### config.mk
export PLATFORM = sky130hd
export DESIGN_NAME = load_store_unit_flat
export DESIGN_NICKNAME = d
export VERILOG_FILES = /design/src/rtl/load_store_unit_if.sv /design/src/rtl/load_store_unit.sv /design/src/flat_wrapper.sv
export SDC_FILE = /design/constraint.sdc
export NUM_CORES = 1
export LEC_CHECK = 0
export ABC_AREA = 1
export ABC_CLOCK_PERIOD_IN_PS = 3000
export BUFFER_PORTS_ARGS = -buffer_cell sky130_fd_sc_hd__buf_2
export CORE_ASPECT_RATIO = 0.75
export CORE_MARGIN = 2
export CORE_UTILIZATION = 40
export CTS_CLUSTER_DIAMETER = 120
export CTS_CLUSTER_SIZE = 20
export DETAILED_ROUTE_END_ITERATION = 16
export PLACE_DENSITY = 0.66
export SYNTH_ARGS = -nofsm -noshare
export SYNTH_HDL_FRONTEND = slang
export SYNTH_SLANG_ARGS = --single-unit
### constraint.sdc
create_clock -name clock -period 3 [get_ports clock]
set_input_delay 0 -clock clock [delete_from_list [all_inputs] [get_ports clock]]
set_output_delay 0 -clock clock [all_outputs]
set_load 0.1 [all_outputs]
### src/rtl/load_store_unit_if.sv
// ============================================================================
// Module   : load_store_unit_if
// Brief    : Pipeline request/response and data-memory bus of the load/store unit.
// Revision : 1.0
// ============================================================================
`default_nettype none

interface load_store_unit_if;
  logic        req_valid_in;
  logic        req_ready_out;
  logic        req_is_store_in;
  logic [1:0]  req_size_in;
  logic        req_signed_in;
  logic [31:0] req_addr_in;
  logic [31:0] req_wdata_in;
  logic        resp_valid_out;
  logic [31:0] resp_rdata_out;
  logic        resp_misaligned_out;
  logic [31:0] mem_addr_out;
  logic [31:0] mem_writedata_out;
  logic        mem_re_out;
  logic        mem_we_out;
  logic [1:0]  mem_size_out;
  logic [31:0] mem_readdata_in;

  modport slave (
    input  req_valid_in, req_is_store_in, req_size_in, req_signed_in,
    input  req_addr_in, req_wdata_in, mem_readdata_in,
    output req_ready_out, resp_valid_out, resp_rdata_out, resp_misaligned_out,
    output mem_addr_out, mem_writedata_out, mem_re_out, mem_we_out, mem_size_out
  );

  modport master (
    output req_valid_in, req_is_store_in, req_size_in, req_signed_in,
    output req_addr_in, req_wdata_in, mem_readdata_in,
    input  req_ready_out, resp_valid_out, resp_rdata_out, resp_misaligned_out,
    input  mem_addr_out, mem_writedata_out, mem_re_out, mem_we_out, mem_size_out
  );
endinterface

`default_nettype wire

### src/rtl/load_store_unit.sv
// ============================================================================
// Module   : load_store_unit
// Brief    : Big-endian byte/halfword/word load-store unit with read-modify-write sub-word stores.
// Revision : 1.0
// ============================================================================
`default_nettype none

module load_store_unit (
  input  logic               clock,
  input  logic               reset,
  load_store_unit_if.slave   bus
);

  typedef enum logic [1:0] {
    IDLE   = 2'd0,
    ACCESS = 2'd1,
    MERGE  = 2'd2,
    DONE   = 2'd3
  } state_t;

  state_t      state_q, state_d;
  logic        is_store_q, is_store_d;
  logic        signed_q, signed_d;
  logic        misaligned_q, misaligned_d;
  logic [1:0]  size_q, size_d;
  logic [31:0] addr_q, addr_d;
  logic [31:0] wdata_q, wdata_d;
  logic [31:0] word_q, word_d;

  logic        req_misaligned;
  logic [7:0]  byte_lane;
  logic [15:0] half_lane;
  logic [31:0] load_data;
  logic [31:0] merged_data;
  logic [31:0] word_addr;

  logic        ready_o, resp_valid_o, resp_mis_o, re_o, we_o;
  logic [31:0] resp_rdata_o, mem_addr_o, mem_wdata_o;

  always_comb begin
    req_misaligned = 1'b0;
    case (bus.req_size_in)
      2'b01:   req_misaligned = bus.req_addr_in[0];
      2'b11:   req_misaligned = (bus.req_addr_in[1:0] != 2'b00);
      2'b10:   req_misaligned = 1'b1;
      default: req_misaligned = 1'b0;
    endcase
  end

  assign word_addr = {addr_q[31:2], 2'b00};

  // Lane 0 is the most significant byte of the word (big-endian).
  always_comb begin
    byte_lane   = 8'h00;
    half_lane   = 16'h0000;
    merged_data = word_q;
    case (addr_q[1:0])
      2'd0: begin byte_lane = word_q[31:24]; end
      2'd1: begin byte_lane = word_q[23:16]; end
      2'd2: begin byte_lane = word_q[15:8];  end
      default: begin byte_lane = word_q[7:0]; end
    endcase
    half_lane = addr_q[1] ? word_q[15:0] : word_q[31:16];
    if (size_q == 2'b00) begin
      case (addr_q[1:0])
        2'd0:    merged_data[31:24] = wdata_q[7:0];
        2'd1:    merged_data[23:16] = wdata_q[7:0];
        2'd2:    merged_data[15:8]  = wdata_q[7:0];
        default: merged_data[7:0]   = wdata_q[7:0];
      endcase
    end else if (size_q == 2'b01) begin
      if (addr_q[1]) merged_data[15:0]  = wdata_q[15:0];
      else           merged_data[31:16] = wdata_q[15:0];
    end else begin
      merged_data = wdata_q;
    end
  end

  always_comb begin
    load_data = word_q;
    case (size_q)
      2'b00:   load_data = {{24{signed_q & byte_lane[7]}}, byte_lane};
      2'b01:   load_data = {{16{signed_q & half_lane[15]}}, half_lane};
      default: load_data = word_q;
    endcase
  end

  always_comb begin
    state_d      = state_q;
    is_store_d   = is_store_q;
    signed_d     = signed_q;
    misaligned_d = misaligned_q;
    size_d       = size_q;
    addr_d       = addr_q;
    wdata_d      = wdata_q;
    word_d       = word_q;
    ready_o      = 1'b0;
    resp_valid_o = 1'b0;
    resp_mis_o   = 1'b0;
    resp_rdata_o = 32'h0;
    re_o         = 1'b0;
    we_o         = 1'b0;
    mem_addr_o   = 32'h0;
    mem_wdata_o  = 32'h0;

    case (state_q)
      IDLE: begin
        ready_o = 1'b1;
        if (bus.req_valid_in) begin
          is_store_d   = bus.req_is_store_in;
          signed_d     = bus.req_signed_in;
          size_d       = bus.req_size_in;
          addr_d       = bus.req_addr_in;
          wdata_d      = bus.req_wdata_in;
          misaligned_d = req_misaligned;
          state_d      = req_misaligned ? DONE : ACCESS;
        end
      end
      ACCESS: begin
        mem_addr_o = word_addr;
        if (is_store_q && (size_q == 2'b11)) begin
          we_o        = 1'b1;
          mem_wdata_o = wdata_q;
          state_d     = DONE;
        end else begin
          // Sub-word stores read the word first so the untouched lanes survive.
          re_o    = 1'b1;
          word_d  = bus.mem_readdata_in;
          state_d = is_store_q ? MERGE : DONE;
        end
      end
      MERGE: begin
        mem_addr_o  = word_addr;
        we_o        = 1'b1;
        mem_wdata_o = merged_data;
        state_d     = DONE;
      end
      default: begin
        resp_valid_o = 1'b1;
        resp_mis_o   = misaligned_q;
        resp_rdata_o = (!is_store_q && !misaligned_q) ? load_data : 32'h0;
        state_d      = IDLE;
      end
    endcase

    // Outputs are forced quiet while reset is held, before the state register clears.
    if (!reset) begin
      ready_o      = 1'b0;
      resp_valid_o = 1'b0;
      resp_mis_o   = 1'b0;
      resp_rdata_o = 32'h0;
      re_o         = 1'b0;
      we_o         = 1'b0;
      mem_addr_o   = 32'h0;
      mem_wdata_o  = 32'h0;
    end
  end

  always_ff @(posedge clock) begin
    if (!reset) begin
      state_q      <= IDLE;
      is_store_q   <= 1'b0;
      signed_q     <= 1'b0;
      misaligned_q <= 1'b0;
      size_q       <= 2'b00;
      addr_q       <= 32'h0;
      wdata_q      <= 32'h0;
      word_q       <= 32'h0;
    end else begin
      state_q      <= state_d;
      is_store_q   <= is_store_d;
      signed_q     <= signed_d;
      misaligned_q <= misaligned_d;
      size_q       <= size_d;
      addr_q       <= addr_d;
      wdata_q      <= wdata_d;
      word_q       <= word_d;
    end
  end

  assign bus.req_ready_out       = ready_o;
  assign bus.resp_valid_out      = resp_valid_o;
  assign bus.resp_misaligned_out = resp_mis_o;
  assign bus.resp_rdata_out      = resp_rdata_o;
  assign bus.mem_re_out          = re_o;
  assign bus.mem_we_out          = we_o;
  assign bus.mem_addr_out        = mem_addr_o;
  assign bus.mem_writedata_out   = mem_wdata_o;
  assign bus.mem_size_out        = 2'b11;

endmodule

`default_nettype wire

### src/flat_wrapper.sv
// flat-port wrapper written by rule: the top's interface ports become plain ports
module load_store_unit_flat 
  (clock, reset, bus_req_valid_in, bus_req_is_store_in, bus_req_size_in, bus_req_signed_in, bus_req_addr_in, bus_req_wdata_in, bus_mem_readdata_in, bus_req_ready_out, bus_resp_valid_out, bus_resp_rdata_out, bus_resp_misaligned_out, bus_mem_addr_out, bus_mem_writedata_out, bus_mem_re_out, bus_mem_we_out, bus_mem_size_out);
  load_store_unit_if bus_i ();
  input  logic clock;
  input  logic reset;
  input wire logic [$bits(bus_i.req_valid_in)-1:0] bus_req_valid_in;
  input wire logic [$bits(bus_i.req_is_store_in)-1:0] bus_req_is_store_in;
  input wire logic [$bits(bus_i.req_size_in)-1:0] bus_req_size_in;
  input wire logic [$bits(bus_i.req_signed_in)-1:0] bus_req_signed_in;
  input wire logic [$bits(bus_i.req_addr_in)-1:0] bus_req_addr_in;
  input wire logic [$bits(bus_i.req_wdata_in)-1:0] bus_req_wdata_in;
  input wire logic [$bits(bus_i.mem_readdata_in)-1:0] bus_mem_readdata_in;
  output wire logic [$bits(bus_i.req_ready_out)-1:0] bus_req_ready_out;
  output wire logic [$bits(bus_i.resp_valid_out)-1:0] bus_resp_valid_out;
  output wire logic [$bits(bus_i.resp_rdata_out)-1:0] bus_resp_rdata_out;
  output wire logic [$bits(bus_i.resp_misaligned_out)-1:0] bus_resp_misaligned_out;
  output wire logic [$bits(bus_i.mem_addr_out)-1:0] bus_mem_addr_out;
  output wire logic [$bits(bus_i.mem_writedata_out)-1:0] bus_mem_writedata_out;
  output wire logic [$bits(bus_i.mem_re_out)-1:0] bus_mem_re_out;
  output wire logic [$bits(bus_i.mem_we_out)-1:0] bus_mem_we_out;
  output wire logic [$bits(bus_i.mem_size_out)-1:0] bus_mem_size_out;
  assign bus_i.req_valid_in = bus_req_valid_in;
  assign bus_i.req_is_store_in = bus_req_is_store_in;
  assign bus_i.req_size_in = bus_req_size_in;
  assign bus_i.req_signed_in = bus_req_signed_in;
  assign bus_i.req_addr_in = bus_req_addr_in;
  assign bus_i.req_wdata_in = bus_req_wdata_in;
  assign bus_i.mem_readdata_in = bus_mem_readdata_in;
  assign bus_req_ready_out = bus_i.req_ready_out;
  assign bus_resp_valid_out = bus_i.resp_valid_out;
  assign bus_resp_rdata_out = bus_i.resp_rdata_out;
  assign bus_resp_misaligned_out = bus_i.resp_misaligned_out;
  assign bus_mem_addr_out = bus_i.mem_addr_out;
  assign bus_mem_writedata_out = bus_i.mem_writedata_out;
  assign bus_mem_re_out = bus_i.mem_re_out;
  assign bus_mem_we_out = bus_i.mem_we_out;
  assign bus_mem_size_out = bus_i.mem_size_out;
  load_store_unit u_core (.clock(clock), .reset(reset), .bus(bus_i));
endmodule
==> metrics.md <==
| Metric | Value |
|---|---|
| Status | `completed` |
| Hold Buf Count CTS | `99` |
| Total power | `approximately 0.007 W` |
| Register area | `just over 0.002 mm2` |
| Tightest Pin Transition | `0.863 ns` |
| # rows | `39` |
| Resize count post-CTS | `0` |
| Dpl cells | `roughly 1400` |
| F_max | `0.398 GHz` |
| CP Data Arrival Time | `2.51 ns` |
| Fin. Hold Viols | `0` |
| GRT Total Usage | `0.284` |
| Sequential area share after synthesis | `0.338` |
| First-pass GRT wire length | `about 37000 um` |
| Final nets | `1378` |
| Post-DRT Antenna Nets | `0` |
| Vias in the first global route | `7222` |
| Clk_skew | `0.00405 ns` |
| Vias per cell | `5.18` |
| Initial core utilization | `0.405` |
| Post-synthesis average cell area | `about 6.0 um2` |
| # IOs | `206` |
| Worst path slowest cell | `buf_2` |
| Min cycle time layout | `~2.5 ns` |
| Via count | `7671` |
| Simple-gate portion of the synthesized area | `0.260` |
| CP cell instances | `inv_1 -> ha_1 -> nand2_2 -> buf_12 -> a21oi_1 -> buf_2` |
| Crit path launch | `u_core.state_q[0]` |
| Layout Cells excl Fill | `roughly 1500` |
| Final setup fails | `0` |
| Remaining DRCs | `0` |
| Util after Layout | `0.607` |
| Clock-pin slew on the worst setup and hold paths | `0.08 ns` |
| Netlist cell types | `22` |
| Clock tree buffer depth | `2` |
| Post-synthesis cell count | `1011` |
| VDD IR max | `about 0.47 mV` |
| Filler cells | `1418` |
| Hold_sp | `bus_req_size_in[0]` |
| Detailed placer's ending HPWL | `16400 um` |
| Die width | `147 um` |
| WP buf/inv | `3` |
| Core ar. | `0.0151 mm2` |
| Max Cap Viol | `0` |
| Pwr dens | `about 770 mW/mm2` |
| Startpoint of the worst register-to-register path | `u_core.state_q[0]` |
| Post-synthesis xor/xnor area fraction | `0` |
| Mux cell area share after synthesis | `0` |
| RSZ-0062 raised after global routing | `no` |
| Compound-gate portion of the synthesized area | `0.276` |
| Crit-path leading delay family | `buffers and inverters` |
| Synth-to-Final Area Change | `49.9%` |
| Largest family of logic cells by synthesized area | `compound AO/OA/AOI/OAI gates` |
| Pre-Repair DR Iteration Count | `6` |
| Synthesis warning total | `0` |
| Crit Path Max Fanout | `43` |
| Largest net degree at the start of global routing | `99` |
| Worst-Skew Late Latency | `about 0.36 ns` |
| Setup crit start kind | `flip-flop` |
| Layout cell share with drive strength beyond 1 | `0.219` |
| CTS root buf | `clkbuf_16` |
| Die height | `111 um` |
| CTS H-tree lvls | `3` |
| TritonCTS clock tree | `done` |
| Setup TNS | `0 ns` |
| 1st-iter DRT viols | `711` |
| CP Capture Type | `output pin` |
| Seq cells post-synth | `103` |
| CTS Buf Count | `9` |
| CTS sink cnt | `103` |
| Worst Path Required | `3.00 ns` |
| WHS | `0.0147 ns` |
| CP peak stage delay | `~0.47 ns` |
| Setup bufs post-CTS | `0` |
| Post-Syn Area | `0.00610 mm2` |
| Multi-input logic area | `roughly 0.0035 mm2` |
| Die area | `0.0163 mm2` |
| Final Max Slew Viols | `0` |
| GRT overflow | `0` |
| RePlAce Congestion | `0.960` |
| Tcrit/Tclk final | `0.837` |
| # diodes | `0` |
| Wire length per cell | `15.8 um` |
| Initial antenna violation count | `0` |
| Min-Delay Path Class | `in2reg` |
| CP Class | `reg2out` |
| Lkg Pwr | `4.07 nW` |
| Drt total wl | `between 20000 and 25000 um` |
| Port bufs | `201` |
| Relative max-transition margin | `0.425` |
| Adder-cell share of the synthesized area | `0.0103` |
[registers in the layout (all words and copies together) (netlist names)]
signal and flops:
u_core.word_q 32, u_core.size_q 2, u_core.signed_q 1, u_core.addr_q 32, u_core.misaligned_q 1, u_core.wdata_q 32
u_core.state_q 2, u_core.is_store_q 1
[layer usage]
layer | part of all wire | vias up | track usage
met2 | 0.44 | 358 | 0.448
met3 | 0.090 | 35 | 0.0786
met4 | 0.020 | 0 | 0.0751
met5 | 0 | - | 0
met1 | 0.45 | 3496 | 0.382
li1 | - | 3782 | -
[final timing paths]
path         cells past startpoint                         to  slack (ns)
max reg2reg                      6           u_core.addr_q[1]        0.94
max                              6  bus_mem_writedata_out[11]        0.49
min reg2reg                      2          u_core.addr_q[13]        0.46
min                              3           u_core.size_q[0]        0.01
[report_power, final]
| group | internal (W) | switching (W) | leakage (nW) |
|---|---|---|---|
| clock network | 0.000591 | 0.000603 | 0.144 |
| logic | 0.00100 | 0.00273 | 3.07 |
| registers | 0.00178 | 0.000327 | 0.851 |
[through the flow]
step / worst slack (ns) / cell area, um2
2_1_floorplan: -0.00459 / 6200
3_3_place_gp: 0.906 / 7860
3_5_place_dp: 0.899 / 7860
4_1_cts: 0.502 / 9150
5_1_grt: 0.367 / 9150
6_report: 0.488 / 9150
[cells in the final DEF (no fill, tap or decap), types with 2 or more instances in the layout]
cell and instances:
buf_2 166, inv_8 3, nand2_2 3, nor2_2 4
nand2_1 254, conb_1 4, nor2_1 93, dlygate4sd3_1 99
o21ai_0 157, a21oi_2 25, inv_1 93, clkinv_4 2
nand3_1 42, buf_12 37, o211ai_1 12, ha_1 5
inv_2 5, buf_4 19, dfxtp_1 103, a21boi_0 4
clkbuf_16 9, a21oi_1 130
[Yosys cell counts]
cell type	instances	area, um2
buf_2	21	105
buf_4	6	45.0
a21boi_0	4	30.0
ha_1	5	62.6
a21oi_2	1	8.76
o211ai_1	12	90.1
a21oi_1	154	771
buf_1	3	11.3
nand2_2	2	12.5
conb_1	2	7.51
nand3_2	1	10.0
inv_2	5	18.8
nor2_4	1	11.3
o21ai_0	157	786
nand4_2	1	12.5
nor2_2	2	12.5
clkbuf_1	45	169
nand2_1	256	961
inv_1	93	349
nor2_1	95	357
nand3_1	42	210
dfxtp_1	103	2060
[tightest hold or removal path, delay by kind of cell]
kind            cells  cell delay (ns)
buf+inv             1             0.10
compound gates      2             0.23
[cell type report]
| cell class | instances | share of cell area |
|---|---|---|
| well taps | 205 | 0.0280 |
| repair buffers | 321 | 0.296 |
| flip-flops and latches | 103 | 0.225 |
| clock buffers | 9 | 0.0246 |
| multi-input cells | 737 | 0.378 |
| inverters | 98 | 0.0402 |
| clock inverters | 7 | 0.00821 |
[kinds of logic (layout without fill, tap and decap cells)]
kind of cell / Yosys count / in the layout
AO/OA/AOI/OAI: 328 / 328
adder cells (fa/ha/maj): 5 / 5
buffers and inverters: 173 / 435
flip-flops: 103 / 103
other: 2 / 4
AND/OR/NAND/NOR: 400 / 400
Power figures use the tool's default switching activity.
